### src/rtl/shot_ctrl_pkg.sv
// shot_ctrl_pkg: state encoding and default timing shared by the shot generator
package shot_ctrl_pkg;
  typedef enum logic [1:0] {
    IDLE     = 2'b00,
    FLIGHT   = 2'b01,
    LAND     = 2'b10,
    COOLDOWN = 2'b11
  } state_t;
  localparam int FLIGHT_CYCLES_DEF   = 8;
  localparam int COOLDOWN_CYCLES_DEF = 4;
  localparam int CNT_W_DEF           = 4;
endpackage

### src/rtl/shot_unit.sv
// shot_unit: one player's fire synchroniser, edge detect, flight/cooldown FSM
// clk: clock; rst_n: async active-low reset; fire: raw button; done: game over
// dp: one-cycle landing pulse; busy: unit not idle
module shot_unit
  import shot_ctrl_pkg::*;
#(
  parameter int FLIGHT_CYCLES   = FLIGHT_CYCLES_DEF,
  parameter int COOLDOWN_CYCLES = COOLDOWN_CYCLES_DEF,
  parameter int CNT_W           = CNT_W_DEF
) (
  input  logic clk,
  input  logic rst_n,
  input  logic fire,
  input  logic done,
  output logic dp,
  output logic busy
);
  localparam logic [CNT_W-1:0] FLIGHT_LOAD = CNT_W'(FLIGHT_CYCLES - 1);
  localparam logic [CNT_W-1:0] COOL_LOAD   = CNT_W'(COOLDOWN_CYCLES - 1);
  logic sync1, sync2, prev, req;
  state_t state, state_n;
  logic [CNT_W-1:0] cnt, cnt_n;
  // history flops reset high so a button held through reset never fires
  assign req  = sync2 & ~prev;
  assign dp   = state == LAND;
  assign busy = state != IDLE;
  always_ff @(posedge clk or negedge rst_n)
    if (!rst_n) begin
      sync1 <= 1'b1;
      sync2 <= 1'b1;
      prev  <= 1'b1;
      state <= IDLE;
      cnt   <= '0;
    end else begin
      sync1 <= fire;
      sync2 <= sync1;
      prev  <= sync2;
      state <= state_n;
      cnt   <= cnt_n;
    end
  always_comb begin
    state_n = state;
    cnt_n   = cnt;
    if (done) begin
      state_n = IDLE;
      cnt_n   = '0;
    end else
      case (state)
        IDLE:
          if (req) begin
            state_n = FLIGHT;
            cnt_n   = FLIGHT_LOAD;
          end
        FLIGHT:
          if (cnt == '0) state_n = LAND;
          else cnt_n = cnt - 1'b1;
        LAND: begin
          state_n = COOLDOWN;
          cnt_n   = COOL_LOAD;
        end
        default:
          if (cnt == '0) state_n = IDLE;
          else cnt_n = cnt - 1'b1;
      endcase
  end
endmodule

### src/rtl/shot_ctrl.sv
// shot_ctrl: two independent per-player shot units sharing clock and reset
// CLK/RST: clock, async active-low reset; FIRE1/FIRE2: raw buttons; DONE: game over
// DP1/DP2: landing pulses; BUSY1/BUSY2: units not idle
module shot_ctrl
  import shot_ctrl_pkg::*;
#(
  parameter int FLIGHT_CYCLES   = FLIGHT_CYCLES_DEF,
  parameter int COOLDOWN_CYCLES = COOLDOWN_CYCLES_DEF,
  parameter int CNT_W           = CNT_W_DEF
) (
  input  logic CLK,
  input  logic RST,
  input  logic FIRE1,
  input  logic FIRE2,
  input  logic DONE,
  output logic DP1,
  output logic DP2,
  output logic BUSY1,
  output logic BUSY2
);
  shot_unit #(
    .FLIGHT_CYCLES(FLIGHT_CYCLES),
    .COOLDOWN_CYCLES(COOLDOWN_CYCLES),
    .CNT_W(CNT_W)
  ) u_p1 (
    .clk(CLK),
    .rst_n(RST),
    .fire(FIRE1),
    .done(DONE),
    .dp(DP1),
    .busy(BUSY1)
  );
  shot_unit #(
    .FLIGHT_CYCLES(FLIGHT_CYCLES),
    .COOLDOWN_CYCLES(COOLDOWN_CYCLES),
    .CNT_W(CNT_W)
  ) u_p2 (
    .clk(CLK),
    .rst_n(RST),
    .fire(FIRE2),
    .done(DONE),
    .dp(DP2),
    .busy(BUSY2)
  );
endmodule

### config.mk
export PLATFORM = sky130hd
export DESIGN_NAME = shot_ctrl
export DESIGN_NICKNAME = d
export VERILOG_FILES = /design/src/rtl/shot_ctrl_pkg.sv /design/src/rtl/shot_unit.sv /design/src/rtl/shot_ctrl.sv
export SDC_FILE = /design/constraint.sdc
export NUM_CORES = 1
export LEC_CHECK = 0
export BUFFER_PORTS_ARGS = -buffer_cell sky130_fd_sc_hd__buf_2
export CAP_MARGIN = 10
export CORE_UTILIZATION = 55
export CTS_BUF_LIST = sky130_fd_sc_hd__clkbuf_4
export DETAILED_ROUTE_END_ITERATION = 10
export GPL_ROUTABILITY_DRIVEN = 1
export PLACE_DENSITY = 0.82
export RECOVER_POWER = 100
export SLEW_MARGIN = 10
export SYNTH_ARGS = -nofsm -noshare
export SYNTH_HDL_FRONTEND = slang
export SYNTH_SLANG_ARGS = --single-unit
### constraint.sdc
create_clock -name CLK -period 1.6 [get_ports CLK]
set_input_delay 0.16 -clock CLK [delete_from_list [all_inputs] [get_ports CLK]]
set_output_delay 0.16 -clock CLK [all_outputs]
set_load 0.01 [all_outputs]
==> results of run 1 <==
## sequential cells by signal, summed over array words and instances (netlist names)
name / cells
u_p1.prev: 1
u_p1.state: 2
u_p1.cnt: 4
u_p2.prev: 1
u_p1.sync2: 1
u_p2.sync2: 1
u_p2.cnt: 4
u_p1.sync1: 1
u_p2.sync1: 1
u_p2.state: 2
## cells by family after synthesis
| logic type | Yosys count | share of synthesized area [%] |
|---|---|---|
| AND/OR/NAND/NOR | 25 | 13.4 |
| adder cells (fa/ha/maj) | 10 | 11.8 |
| multiplexers | 2 | 2.12 |
| XOR/XNOR | 2 | 1.65 |
| flip-flops | 18 | 43.1 |
| AO/OA/AOI/OAI | 28 | 20.8 |
| buffers and inverters | 14 | 7.18 |
## cells in the mapped netlist, drive strengths merged, types with 2 or more instances
cell type and number:
nand2b 3, a311oi 2, a21oi 6, dfstp 6, nor3 2, mux2 2
o21ai 5, dfrtp 12, nor2 5, nand2 5, nand3 2, o2bb2ai 2
ha 10, buf 2, inv 11, or3b 2
## final cells by class
cell class | instances | area, sq um | share of cell area (%)
clock buffers | 3 | 22.5 | 1.40
clock inverters | 1 | 3.75 | 0.233
inverters | 11 | 41.3 | 2.56
multi-input cells | 67 | 678 | 42.1
flip-flops and latches | 18 | 458 | 28.4
well taps | 25 | 31.3 | 1.94
repair buffers | 48 | 377 | 23.4
## critical path, stage by stage, from the launching register on
cell and delay, ps:
dfrtp_1 400, inv_2 100, buf_4 140, ha_1 220, nor2_1 80, buf_4 160
nand2b_4 80, buf_4 140, a21oi_2 80, a311oi_1 340
## final timing paths
check                                          start                        end  slack [ps]
min reg2reg                     u_p2.sync1$_DFF_PN1_       u_p2.sync2$_DFF_PN1_         370
max reg2reg                u_p1.state[0]$_DFFE_PN0P_    u_p1.cnt[0]$_DFFE_PN0P_        -230
max in group asynchronous                        RST  u_p1.state[0]$_DFFE_PN0P_         460
min in group asynchronous                        RST    u_p2.cnt[0]$_DFFE_PN0P_         520
min                                             DONE    u_p1.cnt[1]$_DFFE_PN0P_         170
max                        u_p1.state[0]$_DFFE_PN0P_    u_p1.cnt[0]$_DFFE_PN0P_        -230
## layer usage
layer | track usage [%] | wire length [um] | up-vias
met3 | 9.52 | 308 | 37
li1 | - | - | 451
met5 | 0 | 0 | -
met4 | 21.8 | 325 | 0
met2 | 54.6 | 1890 | 89
met1 | 39.9 | 1420 | 522
## power by group
group	internal [W]	leakage [nW]	switching, W
Clock	0.0000913	0.0154	0.000143
Sequential	0.000591	0.216	0.000126
Combinational	0.00121	0.521	0.00116
Total	0.00189	0.752	0.00143
## stage by stage
| step | util [%] | instances |
|---|---|---|
| 6_report | 91.3 | 173 |
| 5_1_grt | 91.3 | 173 |
| 4_1_cts | 85.7 | 169 |
| 3_5_place_dp | 74.3 | 156 |
| 3_3_place_gp | 74.3 | 156 |
| 2_1_floorplan | - | 99 |
## repair_timing
item / in CTS / in global routing
hold buffers: 3 / 0
gates cloned: 0 / 0
endpoints found under the setup margin: 10 / 10
setup buffers: 6 / 4
gates resized for setup: 23 / 18
pin swaps: 10 / 14
endpoints found under the hold margin: 14 / 0
==> impl_metrics.json, run 1 <==
{
  "antenna_found_initial": 0,
  "grt_overflow": 0,
  "timing.setup.tns_ps": -1260,
  "fin_crit_sh_pct": 115,
  "vias": 1099,
  "post-place-ws_ps": -120,
  "p_total_w": 0.00332,
  "cap_violations": 0,
  "violations": "setup timing",
  "n_antenna_cell": 0,
  "synth_top_area_share_pct": 28.2,
  "final_common_cell": "buf_4",
  "netlist_instances": 99,
  "h-tree-depth": 1,
  "yosysTopAreaCell": "dfrtp_1",
  "avgSynthCellArea_sq_um": 10.7,
  "critPathLaunchType": "flop",
  "vias_per_cell": 6.35,
  "clock_latency_ps": 310,
  "layout-drive-gt1-share_pct": 60.1,
  "dr.pass1.iters": 5,
  "synth.distinct_cells": 41,
  "ys.flop_type": "dfrtp_1",
  "tightest_slew_ps": 995,
  "dp_hpwl_um": 1700,
  "drc_errors": 0,
  "path_clk_slew_ps": 110,
  "synth.yosys.warnings": 0,
  "r2r_cells": 9,
  "design_area_sq_mm": 0.00161,
  "placed_area_sq_mm": 0.00131,
  "routedWlPerCell_um": 22.8,
  "slew_violations": 0,
  "cts_buffer_depth": 2,
  "layout_common_cells": "32 x buf_4, 12 x dfrtp_1, 8 x inv_2",
  "leakagePower_nw": 0.752,
  "synthTopCellsByArea": "dfrtp_1 28%, dfstp_2 15%, ha_1 12%",
  "clock-skew-final_ps": 21.3,
  "pwr_density_cell_mw_per_mm2": 2060,
  "grt_pass1_wl_um": 4730,
  "hp-class": "primary input to flop",
  "finalSetupViolations": 11,
  "worstSetupPathType": "flop to flop",
  "syn_area_sq_mm": 0.00106,
  "gp_routability_congestion": 0.857,
  "grt_max_degree": 19,
  "cts_buffers": 3,
  "rsz0062_at_grt": "yes",
  "area_growth_pct": 51.5,
  "synth_seq_area_share_pct": 43.1,
  "cts-root-buf": "clkbuf_4",
  "die_w_um": 46.0,
  "maxSlewHeadroom_pct": 33.6,
  "dieHeight_um": 46.0,
  "cts_tree": "yes",
  "ir_drop_uv": 1520,
  "fill_cells": 82,
  "min_period_ps": 1830,
  "arrival_ps": 2030,
  "crit_required_ps": 1800,
  "async_reset_ff_share_pct": 100,
  "drt_iter0_drc": 66,
  "synth-seq-cells": 18,
  "synth_nets": 114,
  "start_util_pct": 60.3,
  "setup_slack_ps": -235,
  "io_pins": 9,
  "globalRouteTotalUtil_pct": 34.2,
  "cts.sinks": 18,
  "grt_pass1_vias": 999,
  "whs_path_depth": 2,
  "routed_wl_um": 3950,
  "ant_nets": 0,
  "crit_fanout": 4,
  "end_kind": "flop",
  "coreArea_sq_mm": 0.00176,
  "synth_edf_count": 0,
  "outcome": "finished, violations left",
  "nNetsFinal": 164,
  "timing.hold.ws_ps": 167,
  "max_freq_mhz": 545,
  "placement.io_buffers": 8,
  "rows": 15,
  "hold_viol": 0,
  "die_area_sq_mm": 0.00211
}
(Power assumes the default switching activity.)
==> run 2, diff against run 1 <==
--- a/config.mk
+++ b/config.mk
@@ -7,6 +7,7 @@
 export LEC_CHECK = 0
 export BUFFER_PORTS_ARGS = -buffer_cell sky130_fd_sc_hd__buf_2
 export CAP_MARGIN = 10
+export CORE_ASPECT_RATIO = 1.25
 export CORE_UTILIZATION = 55
 export CTS_BUF_LIST = sky130_fd_sc_hd__clkbuf_4
 export DETAILED_ROUTE_END_ITERATION = 10
==> impl_metrics.json, run 2 (synthesized netlist as in run 1, its figures left out) <==
{
  "die_area_sq_mm": 0.00211,
  "crit_path_end": "u_p1.cnt[2]$_DFFE_PN0P_",
  "tightest_slew_ps": 389,
  "fin_crit_sh_pct": 107,
  "grt_pass1_vias": 1003,
  "vias": 964,
  "grt_pass1_wl_um": 4080,
  "cts_buffers": 3,
  "pwr-share-clk_pct": 8.5,
  "reg_top3": "u_p1.cnt x4, u_p2.cnt x4",
  "final_common_cell": "buf_4",
  "grt_overflow": 0,
  "hp-class": "primary input to flop",
  "io_pins": 9,
  "grt.met3_usage_pct": 4.78,
  "end_kind": "flop",
  "design_area_sq_mm": 0.00151,
  "max_stage_delay_ps": 420,
  "path_clk_slew_ps": 110,
  "p_switching_w": 0.00113,
  "cap_violations": 0,
  "critPathLaunchType": "flop",
  "placement.io_buffers": 8,
  "gp_routability_congestion": 0.814,
  "outcome": "finished, violations left",
  "ir_drop_uv": 1200,
  "antenna_found_initial": 0,
  "slowest_stage": "dfrtp_1",
  "rsz0062_at_grt": "yes",
  "finalSetupViolations": 8,
  "p_sw_share_pct": 39.8,
  "cts.sinks": 18,
  "crit_fanout": 5,
  "routedWlPerCell_um": 16.2,
  "leakagePower_nw": 0.732,
  "p_seq_share_pct": 24.3,
  "n_antenna_cell": 0,
  "start_util_pct": 59.5,
  "ant_nets": 0,
  "clock_latency_ps": 310,
  "p_comb_share_pct": 67.1,
  "globalRouteTotalUtil_pct": 29.3,
  "startpoint": "u_p1.cnt[1]$_DFFE_PN0P_",
  "arrival_ps": 1920,
  "cts_tree": "yes",
  "violations": "setup timing",
  "layout-drive-gt1-share_pct": 56.8,
  "p_total_w": 0.00283,
  "h-tree-depth": 1,
  "hold_viol": 0,
  "post-place-ws_ps": -155,
  "drt_iter0_drc": 17,
  "worstSetupPathType": "flop to flop",
  "placed_area_sq_mm": 0.00131,
  "dp_hpwl_um": 1740,
  "top_usage_layer": "met2",
  "setup_slack_ps": -116,
  "grt_max_degree": 19,
  "timing.rr.end": "u_p1.cnt[2]$_DFFE_PN0P_",
  "cts-root-buf": "clkbuf_4",
  "max_freq_mhz": 583,
  "r2r_cells": 6,
  "pwr_density_cell_mw_per_mm2": 1870,
  "p_int_w": 0.00170,
  "die_w_um": 41.3,
  "timing.hold.ws_ps": 181,
  "area_growth_pct": 42.4,
  "vias_per_cell": 5.84,
  "clock-skew-final_ps": 5.81,
  "layout_common_cells": "34 x buf_4, 12 x dfrtp_1, 7 x inv_2, 7 x buf_2",
  "path_cells": "inv_2 -> ha_4 -> or3b_4 -> nand2b_4 -> o221a_1 -> o22a_1",
  "coreArea_sq_mm": 0.00179,
  "routed_wl_um": 2680,
  "drc_errors": 0,
  "rrSetupSlack_ps": -120,
  "timing.setup.tns_ps": -458,
  "grt_use_met2_pct": 50.8,
  "slew_violations": 0,
  "dr.pass1.iters": 4,
  "rows": 17,
  "crit_required_ps": 1800,
  "cts_buffer_depth": 2,
  "min_period_ps": 1720,
  "timing.rr.start": "u_p1.cnt[1]$_DFFE_PN0P_",
  "nNetsFinal": 162,
  "maxSlewHeadroom_pct": 73.7,
  "met1_usage_pct": 29.4,
  "dieHeight_um": 51.2
}
[run 2: timing repair]
action | 4_1_cts | 5_1_grt
resized for setup | 15 | 10
hold buffers | 3 | 0
setup endpoints to repair | 10 | 12
endpoints found under the hold margin | 14 | 0
buffers inserted | 4 | 3
pin swaps | 7 | 2
[run 2: through the flow]
stage	cells	util, %
final	165	84.7
after global placement	151	73.4
after global routing	165	84.7
after CTS	162	81.4
after floorplan	99	-
after detailed placement	151	73.4
[run 2: area by class of cell]
type	instances	area [sq um]
Inverter	11	41.3
Clock buffer	3	22.5
Timing Repair Buffer	46	335
Sequential cell	18	458
Tap cell	19	23.8
Clock inverter	1	3.75
Multi-Input combinational cell	67	629
Fill cell	103	273
[run 2: per-layer routing]
| metal | share of wire (%) | up-vias |
|---|---|---|
| li1 | - | 446 |
| met1 | 40 | 481 |
| met2 | 53 | 26 |
| met3 | 2.8 | 11 |
| met4 | 4.2 | 0 |
| met5 | 0 | - |
[run 2: critical path, delay by kind of cell, from the launching register on]
family / cells / cell delay, ps
adders and majority gates: 1 / 130
buffers and inverters: 1 / 90
AOI/OAI and AO/OA: 2 / 400
DFF: 1 / 420
and+or+nand+nor: 2 / 570
[run 2: power groups by stage]
stage          clock network, W  registers, W  logic (W)
5_1_grt                0.000259      0.000700    0.00206
4_1_cts                0.000239      0.000678    0.00173
3_3_place_gp                  0      0.000669    0.00144
2_1_floorplan                 0      0.000689   0.000853
3_5_place_dp                  0      0.000681    0.00152
6_report               0.000241      0.000688    0.00190
[run 2: worst min path at each step]
stage	slack [ps]	endpoint	cells after the start	startpoint
after global routing	200	u_p1.state[1]$_DFFE_PN0P_	2	DONE
after floorplan	-140	u_p1.cnt[0]$_DFFE_PN0P_	0	RST
final	180	u_p1.state[1]$_DFFE_PN0P_	2	DONE
after CTS	160	u_p1.state[1]$_DFFE_PN0P_	2	DONE
after global placement	100	u_p1.state[1]$_DFFE_PN0P_	1	RST
after detailed placement	110	u_p1.state[0]$_DFFE_PN0P_	1	RST
